[src/rtl/axi4_data_split_wr_pkg.sv]
// axi4_data_split_wr_pkg: shared types and width helpers for the wide-to-slim write converter
package axi4_data_split_wr_pkg;
  typedef struct packed {
    logic [1:0] burst;
    logic       lock;
    logic [3:0] cache;
    logic [2:0] prot;
    logic [3:0] qos;
  } aw_attr_t;
  function automatic int clog2_f(input int v);
    for (int r = 0; r < 32; r++) if ((1 << r) >= v) return r;
    return 32;
  endfunction
  function automatic int nsize_f(input int isize, input int osize);
    return isize / osize;
  endfunction
  function automatic int bytes_f(input int bits);
    return bits / 8;
  endfunction
endpackage

[src/rtl/axi4_data_split_wr_if.sv]
// axi4_data_split_wr_if: AXI4 write-only port (AW/W/B) with master and slave views
interface axi4_data_split_wr_if #(
  parameter int IDSIZE = 4,
  parameter int ASIZE  = 32,
  parameter int LSIZE  = 8,
  parameter int DSIZE  = 32
);
  logic [IDSIZE-1:0]  aw_id;
  logic [ASIZE-1:0]   aw_addr;
  logic [LSIZE-1:0]   aw_len;
  logic [2:0]         aw_size;
  logic [1:0]         aw_burst;
  logic               aw_lock;
  logic [3:0]         aw_cache;
  logic [2:0]         aw_prot;
  logic [3:0]         aw_qos;
  logic               aw_valid;
  logic               aw_ready;
  logic [DSIZE-1:0]   w_data;
  logic [DSIZE/8-1:0] w_strb;
  logic               w_last;
  logic               w_valid;
  logic               w_ready;
  logic [IDSIZE-1:0]  b_id;
  logic [1:0]         b_resp;
  logic               b_valid;
  logic               b_ready;
  modport master (
    output aw_id, aw_addr, aw_len, aw_size, aw_burst, aw_lock, aw_cache, aw_prot, aw_qos, aw_valid,
    input  aw_ready,
    output w_data, w_strb, w_last, w_valid,
    input  w_ready,
    input  b_id, b_resp, b_valid,
    output b_ready
  );
  modport slave (
    input  aw_id, aw_addr, aw_len, aw_size, aw_burst, aw_lock, aw_cache, aw_prot, aw_qos, aw_valid,
    output aw_ready,
    input  w_data, w_strb, w_last, w_valid,
    output w_ready,
    output b_id, b_resp, b_valid,
    input  b_ready
  );
endinterface

[src/rtl/axi4_data_split_wr_width_split_verb.sv]
// width_split_verb: splits each wide stream beat into ISIZE/OSIZE narrow beats, LSB slice first
module width_split_verb
  import axi4_data_split_wr_pkg::*;
#(
  parameter int ISIZE = 256,
  parameter int OSIZE = 32
) (
  input  logic               clk,
  input  logic               rst,
  input  logic [ISIZE-1:0]   in_data_i,
  input  logic [ISIZE/8-1:0] in_strb_i,
  input  logic               in_last_i,
  input  logic               in_valid_i,
  output logic               in_ready_o,
  output logic [OSIZE-1:0]   out_data_o,
  output logic [OSIZE/8-1:0] out_strb_o,
  output logic               out_last_o,
  output logic               out_valid_o,
  input  logic               out_ready_i
);
  localparam int NSIZE = nsize_f(ISIZE, OSIZE);
  localparam int OB    = bytes_f(OSIZE);
  localparam int CW    = NSIZE > 1 ? clog2_f(NSIZE) : 1;
  typedef enum logic {EMPTY, HOLD} state_t;
  state_t             state_q;
  logic [CW-1:0]      cnt_q;
  logic [ISIZE-1:0]   data_q;
  logic [ISIZE/8-1:0] strb_q;
  logic               last_q;
  logic               wrap;
  assign wrap        = cnt_q == CW'(NSIZE - 1);
  assign out_valid_o = state_q == HOLD;
  // Reload on the final slice keeps one narrow beat per cycle with no bubble
  assign in_ready_o  = state_q == EMPTY || (wrap && out_ready_i);
  assign out_data_o  = data_q[cnt_q*OSIZE +: OSIZE];
  assign out_strb_o  = strb_q[cnt_q*OB +: OB];
  assign out_last_o  = out_valid_o && last_q && wrap;
  always_ff @(posedge clk or posedge rst) begin
    if (rst) begin
      state_q <= EMPTY;
      cnt_q   <= '0;
      data_q  <= '0;
      strb_q  <= '0;
      last_q  <= 1'b0;
    end else if (in_valid_i && in_ready_o) begin
      state_q <= HOLD;
      cnt_q   <= '0;
      data_q  <= in_data_i;
      strb_q  <= in_strb_i;
      last_q  <= in_last_i;
    end else if (out_valid_o && out_ready_i) begin
      cnt_q <= wrap ? '0 : cnt_q + CW'(1);
      if (wrap) state_q <= EMPTY;
    end
  end
endmodule

[src/rtl/axi4_data_split_wr.sv]
// axi4_data_split_wr: AXI4 write-path width down-converter (wide master to slim slave)
module axi4_data_split_wr
  import axi4_data_split_wr_pkg::*;
#(
  parameter int IDSIZE = 4,
  parameter int ASIZE  = 32,
  parameter int ILSIZE = 8,
  parameter int OLSIZE = 8,
  parameter int ISIZE  = 256,
  parameter int OSIZE  = 32
) (
  input logic clk,
  input logic rst,
  axi4_data_split_wr_if.slave  in_bus,
  axi4_data_split_wr_if.master out_bus
);
  localparam int NSIZE = nsize_f(ISIZE, OSIZE);
  logic              aw_full_q;
  logic [IDSIZE-1:0] aw_id_q;
  logic [ASIZE-1:0]  aw_addr_q;
  logic [OLSIZE-1:0] aw_len_q;
  aw_attr_t          aw_attr_q;
  logic [OLSIZE:0]   len_w;
  logic              len_ok;
  logic              b_full_q;
  logic [IDSIZE-1:0] b_id_q;
  logic [1:0]        b_resp_q;
  assign len_w  = (OLSIZE+1)'((32'(in_bus.aw_len) + 32'd1) * 32'(NSIZE) - 32'd1);
  assign len_ok = (32'(in_bus.aw_len) + 32'd1) * 32'(NSIZE) <= (32'd1 << OLSIZE);
  assign in_bus.aw_ready  = !aw_full_q || out_bus.aw_ready;
  assign out_bus.aw_valid = aw_full_q;
  assign out_bus.aw_id    = aw_id_q;
  assign out_bus.aw_addr  = aw_addr_q;
  assign out_bus.aw_len   = aw_len_q;
  assign out_bus.aw_size  = 3'(clog2_f(bytes_f(OSIZE)));
  assign out_bus.aw_burst = aw_attr_q.burst;
  assign out_bus.aw_lock  = aw_attr_q.lock;
  assign out_bus.aw_cache = aw_attr_q.cache;
  assign out_bus.aw_prot  = aw_attr_q.prot;
  assign out_bus.aw_qos   = aw_attr_q.qos;
  always_ff @(posedge clk or posedge rst) begin
    if (rst) begin
      aw_full_q <= 1'b0;
      aw_id_q   <= '0;
      aw_addr_q <= '0;
      aw_len_q  <= '0;
      aw_attr_q <= '0;
    end else if (in_bus.aw_valid && in_bus.aw_ready) begin
      aw_full_q <= 1'b1;
      aw_id_q   <= in_bus.aw_id;
      aw_addr_q <= in_bus.aw_addr;
      aw_len_q  <= len_w[OLSIZE-1:0];
      aw_attr_q <= '{in_bus.aw_burst, in_bus.aw_lock, in_bus.aw_cache, in_bus.aw_prot, in_bus.aw_qos};
    end else if (out_bus.aw_ready) begin
      aw_full_q <= 1'b0;
    end
  end
  // A wide burst that cannot be expressed in OLSIZE bits of narrow length is illegal upstream
  assert property (@(posedge clk) disable iff (rst) (in_bus.aw_valid && in_bus.aw_ready) |-> len_ok);
  width_split_verb #(.ISIZE(ISIZE), .OSIZE(OSIZE)) u_split (
    .clk         (clk),
    .rst         (rst),
    .in_data_i   (in_bus.w_data),
    .in_strb_i   (in_bus.w_strb),
    .in_last_i   (in_bus.w_last),
    .in_valid_i  (in_bus.w_valid),
    .in_ready_o  (in_bus.w_ready),
    .out_data_o  (out_bus.w_data),
    .out_strb_o  (out_bus.w_strb),
    .out_last_o  (out_bus.w_last),
    .out_valid_o (out_bus.w_valid),
    .out_ready_i (out_bus.w_ready)
  );
  assign out_bus.b_ready = !b_full_q || in_bus.b_ready;
  assign in_bus.b_valid  = b_full_q;
  assign in_bus.b_id     = b_id_q;
  assign in_bus.b_resp   = b_resp_q;
  always_ff @(posedge clk or posedge rst) begin
    if (rst) begin
      b_full_q <= 1'b0;
      b_id_q   <= '0;
      b_resp_q <= '0;
    end else if (out_bus.b_valid && out_bus.b_ready) begin
      b_full_q <= 1'b1;
      b_id_q   <= out_bus.b_id;
      b_resp_q <= out_bus.b_resp;
    end else if (in_bus.b_ready) begin
      b_full_q <= 1'b0;
    end
  end
endmodule

[src/flat_wrapper.sv]
// flat-port wrapper written by rule: the top's interface ports become plain ports
module axi4_data_split_wr_flat import axi4_data_split_wr_pkg::*;
#(
  parameter int IDSIZE = 4,
  parameter int ASIZE  = 32,
  parameter int ILSIZE = 8,
  parameter int OLSIZE = 8,
  parameter int ISIZE  = 256,
  parameter int OSIZE  = 32
)
  (clk, rst, in_bus_aw_id, in_bus_aw_addr, in_bus_aw_len, in_bus_aw_size, in_bus_aw_burst, in_bus_aw_lock, in_bus_aw_cache, in_bus_aw_prot, in_bus_aw_qos, in_bus_aw_valid, in_bus_aw_ready, in_bus_w_data, in_bus_w_strb, in_bus_w_last, in_bus_w_valid, in_bus_w_ready, in_bus_b_id, in_bus_b_resp, in_bus_b_valid, in_bus_b_ready, out_bus_aw_id, out_bus_aw_addr, out_bus_aw_len, out_bus_aw_size, out_bus_aw_burst, out_bus_aw_lock, out_bus_aw_cache, out_bus_aw_prot, out_bus_aw_qos, out_bus_aw_valid, out_bus_aw_ready, out_bus_w_data, out_bus_w_strb, out_bus_w_last, out_bus_w_valid, out_bus_w_ready, out_bus_b_id, out_bus_b_resp, out_bus_b_valid, out_bus_b_ready);
  axi4_data_split_wr_if #(.IDSIZE(IDSIZE), .ASIZE(ASIZE), .LSIZE(8), .DSIZE(256)) in_bus_i ();
  axi4_data_split_wr_if #(.IDSIZE(IDSIZE), .ASIZE(ASIZE), .LSIZE(8), .DSIZE(32)) out_bus_i ();
  input logic clk;
  input logic rst;
  input wire logic [$bits(in_bus_i.aw_id)-1:0] in_bus_aw_id;
  input wire logic [$bits(in_bus_i.aw_addr)-1:0] in_bus_aw_addr;
  input wire logic [$bits(in_bus_i.aw_len)-1:0] in_bus_aw_len;
  input wire logic [$bits(in_bus_i.aw_size)-1:0] in_bus_aw_size;
  input wire logic [$bits(in_bus_i.aw_burst)-1:0] in_bus_aw_burst;
  input wire logic [$bits(in_bus_i.aw_lock)-1:0] in_bus_aw_lock;
  input wire logic [$bits(in_bus_i.aw_cache)-1:0] in_bus_aw_cache;
  input wire logic [$bits(in_bus_i.aw_prot)-1:0] in_bus_aw_prot;
  input wire logic [$bits(in_bus_i.aw_qos)-1:0] in_bus_aw_qos;
  input wire logic [$bits(in_bus_i.aw_valid)-1:0] in_bus_aw_valid;
  output wire logic [$bits(in_bus_i.aw_ready)-1:0] in_bus_aw_ready;
  input wire logic [$bits(in_bus_i.w_data)-1:0] in_bus_w_data;
  input wire logic [$bits(in_bus_i.w_strb)-1:0] in_bus_w_strb;
  input wire logic [$bits(in_bus_i.w_last)-1:0] in_bus_w_last;
  input wire logic [$bits(in_bus_i.w_valid)-1:0] in_bus_w_valid;
  output wire logic [$bits(in_bus_i.w_ready)-1:0] in_bus_w_ready;
  output wire logic [$bits(in_bus_i.b_id)-1:0] in_bus_b_id;
  output wire logic [$bits(in_bus_i.b_resp)-1:0] in_bus_b_resp;
  output wire logic [$bits(in_bus_i.b_valid)-1:0] in_bus_b_valid;
  input wire logic [$bits(in_bus_i.b_ready)-1:0] in_bus_b_ready;
  output wire logic [$bits(out_bus_i.aw_id)-1:0] out_bus_aw_id;
  output wire logic [$bits(out_bus_i.aw_addr)-1:0] out_bus_aw_addr;
  output wire logic [$bits(out_bus_i.aw_len)-1:0] out_bus_aw_len;
  output wire logic [$bits(out_bus_i.aw_size)-1:0] out_bus_aw_size;
  output wire logic [$bits(out_bus_i.aw_burst)-1:0] out_bus_aw_burst;
  output wire logic [$bits(out_bus_i.aw_lock)-1:0] out_bus_aw_lock;
  output wire logic [$bits(out_bus_i.aw_cache)-1:0] out_bus_aw_cache;
  output wire logic [$bits(out_bus_i.aw_prot)-1:0] out_bus_aw_prot;
  output wire logic [$bits(out_bus_i.aw_qos)-1:0] out_bus_aw_qos;
  output wire logic [$bits(out_bus_i.aw_valid)-1:0] out_bus_aw_valid;
  input wire logic [$bits(out_bus_i.aw_ready)-1:0] out_bus_aw_ready;
  output wire logic [$bits(out_bus_i.w_data)-1:0] out_bus_w_data;
  output wire logic [$bits(out_bus_i.w_strb)-1:0] out_bus_w_strb;
  output wire logic [$bits(out_bus_i.w_last)-1:0] out_bus_w_last;
  output wire logic [$bits(out_bus_i.w_valid)-1:0] out_bus_w_valid;
  input wire logic [$bits(out_bus_i.w_ready)-1:0] out_bus_w_ready;
  input wire logic [$bits(out_bus_i.b_id)-1:0] out_bus_b_id;
  input wire logic [$bits(out_bus_i.b_resp)-1:0] out_bus_b_resp;
  input wire logic [$bits(out_bus_i.b_valid)-1:0] out_bus_b_valid;
  output wire logic [$bits(out_bus_i.b_ready)-1:0] out_bus_b_ready;
  assign in_bus_i.aw_id = in_bus_aw_id;
  assign in_bus_i.aw_addr = in_bus_aw_addr;
  assign in_bus_i.aw_len = in_bus_aw_len;
  assign in_bus_i.aw_size = in_bus_aw_size;
  assign in_bus_i.aw_burst = in_bus_aw_burst;
  assign in_bus_i.aw_lock = in_bus_aw_lock;
  assign in_bus_i.aw_cache = in_bus_aw_cache;
  assign in_bus_i.aw_prot = in_bus_aw_prot;
  assign in_bus_i.aw_qos = in_bus_aw_qos;
  assign in_bus_i.aw_valid = in_bus_aw_valid;
  assign in_bus_aw_ready = in_bus_i.aw_ready;
  assign in_bus_i.w_data = in_bus_w_data;
  assign in_bus_i.w_strb = in_bus_w_strb;
  assign in_bus_i.w_last = in_bus_w_last;
  assign in_bus_i.w_valid = in_bus_w_valid;
  assign in_bus_w_ready = in_bus_i.w_ready;
  assign in_bus_b_id = in_bus_i.b_id;
  assign in_bus_b_resp = in_bus_i.b_resp;
  assign in_bus_b_valid = in_bus_i.b_valid;
  assign in_bus_i.b_ready = in_bus_b_ready;
  assign out_bus_aw_id = out_bus_i.aw_id;
  assign out_bus_aw_addr = out_bus_i.aw_addr;
  assign out_bus_aw_len = out_bus_i.aw_len;
  assign out_bus_aw_size = out_bus_i.aw_size;
  assign out_bus_aw_burst = out_bus_i.aw_burst;
  assign out_bus_aw_lock = out_bus_i.aw_lock;
  assign out_bus_aw_cache = out_bus_i.aw_cache;
  assign out_bus_aw_prot = out_bus_i.aw_prot;
  assign out_bus_aw_qos = out_bus_i.aw_qos;
  assign out_bus_aw_valid = out_bus_i.aw_valid;
  assign out_bus_i.aw_ready = out_bus_aw_ready;
  assign out_bus_w_data = out_bus_i.w_data;
  assign out_bus_w_strb = out_bus_i.w_strb;
  assign out_bus_w_last = out_bus_i.w_last;
  assign out_bus_w_valid = out_bus_i.w_valid;
  assign out_bus_i.w_ready = out_bus_w_ready;
  assign out_bus_i.b_id = out_bus_b_id;
  assign out_bus_i.b_resp = out_bus_b_resp;
  assign out_bus_i.b_valid = out_bus_b_valid;
  assign out_bus_b_ready = out_bus_i.b_ready;
  axi4_data_split_wr #(.IDSIZE(IDSIZE), .ASIZE(ASIZE), .ILSIZE(ILSIZE), .OLSIZE(OLSIZE), .ISIZE(ISIZE), .OSIZE(OSIZE)) u_core (.clk(clk), .rst(rst), .in_bus(in_bus_i), .out_bus(out_bus_i));
endmodule
[config.mk]
export PLATFORM = sky130hd
export DESIGN_NAME = axi4_data_split_wr_flat
export DESIGN_NICKNAME = d
export VERILOG_FILES = /design/src/rtl/axi4_data_split_wr_pkg.sv /design/src/rtl/axi4_data_split_wr_if.sv /design/src/rtl/axi4_data_split_wr_width_split_verb.sv /design/src/rtl/axi4_data_split_wr.sv /design/src/flat_wrapper.sv
export SDC_FILE = /design/constraint.sdc
export NUM_CORES = 1
export LEC_CHECK = 0
export ABC_CLOCK_PERIOD_IN_PS = 8700
export BUFFER_PORTS_ARGS = -buffer_cell sky130_fd_sc_hd__clkbuf_2
export CORE_AREA = 2 2 163 244
export DETAILED_ROUTE_END_ITERATION = 16
export DIE_AREA = 0 0 165 246
export PLACE_DENSITY = 0.8
export SLEW_MARGIN = 20
export SYNTH_ARGS = -nofsm -noshare
export SYNTH_HDL_FRONTEND = slang
export SYNTH_HIERARCHICAL = 1
export SYNTH_SLANG_ARGS = --single-unit
[constraint.sdc]
create_clock -name clk -period 8.7 [get_ports clk]
set_input_delay 0.87 -clock clk [delete_from_list [all_inputs] [get_ports clk]]
set_output_delay 0.87 -clock clk [all_outputs]
set_load 0.005 [all_outputs]
After elaboration in Yosys (flattened, before gate mapping)

Cells that the tools add are included.

Add/subtract/negate cells: 3
Muxes and demuxes: 10
Bitwise logic cells: 1
Shift operators: 2
Equal/unequal tests: 1
Reductions and logical operators: 17

Operator list:

| operator              | count |
|---|---|
| $shiftx A256 B9 Y32   | 1 |
| $shiftx A32 B6 Y4     | 1 |
| $mux W3               | 3 |
| $reduce_bool A2 Y1    | 4 |
| $sub A8 B1 Y8 const B | 1 |
| $logic_and A1 B1 Y1   | 7 |
| $mux W1               | 7 |
| $add A5 B1 Y5 const B | 1 |
| $add A3 B1 Y3 const B | 1 |
| $eq A3 B3 Y1 const B  | 1 |
| $logic_or A1 B1 Y1    | 3 |
| $logic_not A1 Y1      | 2 |
| $reduce_and A2 Y1     | 1 |
| $not A1 Y1            | 1 |

Output and inout port bits: 110
Input bits: 364
Logic and storage cells: 51
Register bits: 359

Logic depth before layout (Yosys ltp)

Depth after elaboration: 6
Mapped depth: 7
Depth with buffers taken out: 6

Cells and area by module

The synthesis kept the hierarchy.

By module, submodules not included:

| module             | instances | cells an instance | sequential area each (µm²) | area each (µm²) |
|---|---|---|---|---|
| width_split_verb   | 1         | 755               | 7332.0                     | 13098.8 |
| axi4_data_split_wr | 1         | 161               | 1601.5                     | 2512.4 |

Worst setup path after synthesis

No wires, ideal clock.

Path kind: register to output
Start: register u_core.u_split.cnt_q[2]
End: output out_bus_w_data[27]
Setup slack: 6.320 ns
Arrival: 1.510 ns
Stages on the path, launching flop included: 6
Cells stage by stage: dfrtp_1 -> buf_6 -> buf_2 -> buf_2 -> mux4_2 -> mux2_2

Longest elaborated chain between the ends: 1

Ends and longest elaborated chain:

| what                     | RTL line                                  | RTL |
|---|---|---|
| start: declaration       | axi4_data_split_wr_width_split_verb.sv:26 | `logic [CW-1:0] cnt_q;` |
| start signal: assignment | axi4_data_split_wr_width_split_verb.sv:52 | `cnt_q <= wrap ? '0 : cnt_q + CW'(1);` |
| $shiftx A256 B9 Y32      | axi4_data_split_wr_width_split_verb.sv:35 | `assign out_data_o = data_q[cnt_q*OSIZE +: OSIZE];` |
| end: declaration         | flat_wrapper.sv:47                        | `output wire logic [$bits(out_bus_i.w_data)-1:0] out_bus_w_data;` |

No other way between the ends.

Final worst setup path

Start: register u_core.u_split.cnt_q[0]
End: output out_bus_w_data[16]

Same word-level chain as after synthesis.

==> flow_summary.json <==
{
  "drt-initial-drc-count": 339,
  "r2r_end": "u_core/u_split/data_q[29]",
  "syn_area_um2": 15610,
  "first_global_vias": 10790,
  "cts_tree": "done",
  "wl_per_cell_um": 20.24,
  "clk_pin_slew_ns": 0.06,
  "synth_top_area_share": 0.5723,
  "postSynthAreaPerCell_um2": 17.04,
  "power_density_nw_per_um2": 325.8,
  "r2r-start": "u_core/u_split/cnt_q[0]",
  "synthCells": 916,
  "end_kind": "output port",
  "cts_sinks": 357,
  "drc": 0,
  "ir_drop_v": 0.0002054,
  "ys_seq_area_frac": 0.5723,
  "ff2ff_setup_slack_ns": 5.05,
  "path_class": "flop to output port",
  "synth.area.top_cells": "dfrtp_1 57%, mux2_1 15%, mux2_2 12%",
  "met3_length_mm": 2.962,
  "crit_end": "out_bus_w_data[16]",
  "clock_path_buffers": 3,
  "drive_above_1_share": 0.5614,
  "via_count": 9581,
  "cp_num_buf_inv": 2,
  "hold_class": "primary input to asynchronous set/reset pin",
  "final_area_um2": 19470,
  "yosys_warnings": 6,
  "io_pins": 474,
  "die_h_um": 246,
  "h-tree-depth": 2,
  "antenna_found_initial": 6,
  "critPathMaxStageDelay_ns": 0.83,
  "nFillCells": 3208,
  "finClkSkew_ns": 0.01606,
  "rows": 88,
  "reg2regPathDepth": 7,
  "cts_made_buffers": 36,
  "wl_met1_mm": 13.40,
  "cp_data_arrival_time_ns": 3.25,
  "grt.overflow.total": 0,
  "startpoint_type": "flop",
  "maxSlewViolCount": 0,
  "via_per_inst": 5.064,
  "top_layer_used": "met5",
  "insertion_delay_ns": 0.52,
  "cp_max_fo": 44,
  "ctsResizeCount": 0,
  "path_delay_family": "buffers and inverters",
  "wl_met2_mm": 20.12,
  "startpoint": "u_core/u_split/cnt_q[0]",
  "ant_nets": 0,
  "p_leak_uw": 0.009277,
  "grt_max_degree": 174,
  "cp.depth": 4,
  "cts_setup_buffers": 0,
  "start_util": 0.4063,
  "final_hold_viol_count": 0,
  "io_buffers": 464,
  "grt_util_all_layers": 0.1871,
  "die_w_um": 165,
  "worst_pin_slew_ns": 0.9520,
  "tns_ns": 0,
  "place_area_um2": 18240,
  "dr.pass1.iters": 4,
  "synthToLayoutAreaGrowth_pct": 24.72,
  "nNetsFinal": 1734,
  "relSlewSlack": 0.3653,
  "yosysTopAreaCell": "dfrtp_1",
  "dp_hpwl_mm": 27.65,
  "max_clock_freq_mhz": 242.5,
  "setup_viol": 0,
  "crit_chain": "buf_4 -> mux4_2 -> mux2_2 -> clkbuf_2",
  "ys_ff_latch": 357,
  "crit_slowest_cell": "dfrtp_4",
  "status": "finished clean",
  "cts_hold_buf": 0,
  "gp_congestion": 0.8034,
  "cts-root-buf": "clkbuf_16",
  "crit_required_ns": 7.83,
  "synth_cell_types": 31,
  "min_period_over_period": 0.4740,
  "fp.dieArea_um2": 40590,
  "fin_crit_ns": 4.124,
  "rsz0062_at_grt": "false",
  "core-area_um2": 38430,
  "maxCapViolCount": 0,
  "grt_pass1_wl_mm": 57.75,
  "routed_wl_mm": 38.30
}
## routing by layer
layer  up-vias  GRT usage
met5         -          0
met4         2    0.09309
met3        86    0.05118
met2       400     0.3401
met1      4810     0.1955
li1       4283          -
## report_power, final
group          leakage, uW  internal [uW]  switching, uW  total (uW)
Clock             0.000587            910            644        1550
Combinational      0.00438           1260            740        2000
Sequential         0.00431           2370            422        2790
Total              0.00928           4540           1810        6340
## cell families (layout without fill, tap and decap cells)
| family | Yosys count | in the layout | share of synthesized area |
|---|---|---|---|
| mux | 456 | 456 | 0.3829 |
| flops | 357 | 357 | 0.5723 |
| buf+inv | 64 | 540 | 0.02821 |
| simple gates | 19 | 19 | 0.007053 |
| compound gates | 12 | 12 | 0.004968 |
| fa+ha+maj | 3 | 3 | 0.002405 |
| xor+xnor | 3 | 3 | 0.001683 |
| other cells | 2 | 7 | 0.0004811 |
## layout make-up
class | instances | area [um2] | share of cell area
Multi-Input combinational cell | 496 | 6250 | 0.3210
Clock buffer | 49 | 1051 | 0.05398
Timing Repair Buffer | 474 | 2442 | 0.1254
Clock inverter | 15 | 143.9 | 0.007390
Antenna cell | 4 | 10.01 | 0.0005141
Inverter | 2 | 11.26 | 0.0005784
Sequential cell | 357 | 8942 | 0.4593
Tap cell | 495 | 619.3 | 0.03181
## cell usage in the layout (no fill, tap or decap), types with 2 or more instances in the layout
| cell type | n |
|---|---|
| clkbuf_2 | 464 |
| dfrtp_1 | 354 |
| mux2_1 | 210 |
| mux2_2 | 170 |
| mux4_2 | 66 |
| clkbuf_16 | 37 |
| clkbuf_8 | 8 |
| nand2_1 | 8 |
| clkinv_2 | 7 |
| buf_4 | 7 |
| mux4_1 | 6 |
| nand2b_1 | 5 |
| diode_2 | 4 |
| clkbuf_1 | 4 |
| clkinvlp_4 | 4 |
| o21ai_0 | 3 |
| a21oi_1 | 3 |
| mux2_4 | 3 |
| ha_1 | 3 |
| conb_1 | 3 |
| clkinv_4 | 2 |
| bufinv_16 | 2 |
| xnor2_1 | 2 |
| o31ai_1 | 2 |
| a22o_1 | 2 |
| dfrtp_4 | 2 |
| buf_12 | 2 |
## worst register-to-register path, stage by stage, from the launching register on
cell and delay, ns:
dfrtp_4 0.72, ha_1 0.31, ha_1 0.22, a21bo_2 0.26, nand2_8 0.29, buf_16 0.44
buf_12 0.62, mux2_2 0.70
## stage by stage
stage | hold slack [ns] | total power, uW | worst slack [ns] | utilization | instances
after floorplan | 0.4558 | 4129 | 3.941 | - | 917
after global placement | 0.4649 | 4733 | 5.020 | 0.4746 | 1823
after detailed placement | 0.4755 | 4867 | 5.022 | 0.4746 | 1823
after CTS | 0.2771 | 6454 | 4.447 | 0.5057 | 1887
after global routing | 0.2973 | 6739 | 4.321 | 0.5067 | 1892
final | 0.3000 | 6343 | 4.576 | 0.5067 | 1892
## cells in the mapped netlist
library cell	count
dfrtp_1	357
mux2_1	210
mux2_2	170
mux4_2	66
buf_4	28
buf_2	22
buf_6	9
nand2_1	8
mux4_1	6
nand2b_1	5
a21oi_1	3
ha_1	3
mux2_4	3
o21ai_0	3
a22o_1	2
clkbuf_1	2
conb_1	2
inv_1	2
o31ai_1	2
xnor2_1	2
a21bo_2	1
and3_1	1
buf_1	1
mux2i_1	1
nand2_2	1
nand2_4	1
nand2b_4	1
nand3_1	1
o21ai_1	1
or2_1	1
xor2_1	1
## worst min path at each step
stage | end | depth (start not counted)
final | u_core/out_bus.aw_id[2] | 2
after global routing | u_core/out_bus.aw_burst[0] | 2
after CTS | u_core/out_bus.aw_burst[0] | 2
after detailed placement | u_core/u_split/data_q[102] | 1
after global placement | u_core/u_split/data_q[155] | 1
after floorplan | u_core/u_split/data_q[128] | 1
## sequential cells by signal (all words and copies together) (netlist names)
name and count:
u_core/u_split/data_q 256, u_core/out_bus.aw_addr 32, u_core/u_split/strb_q 32, u_core/out_bus.aw_len 6, u_core/in_bus.b_id 4, u_core/out_bus.aw_cache 4, u_core/out_bus.aw_id 4, u_core/out_bus.aw_qos 4
u_core/out_bus.aw_prot 3, u_core/u_split/cnt_q 3, u_core/in_bus.b_resp 2, u_core/out_bus.aw_burst 2, u_core/in_bus.b_valid 1, u_core/out_bus.aw_lock 1, u_core/out_bus.aw_valid 1, u_core/u_split/last_q 1
u_core/u_split/out_valid_o 1
No activity file was read; power rests on OpenSTA's default activity.
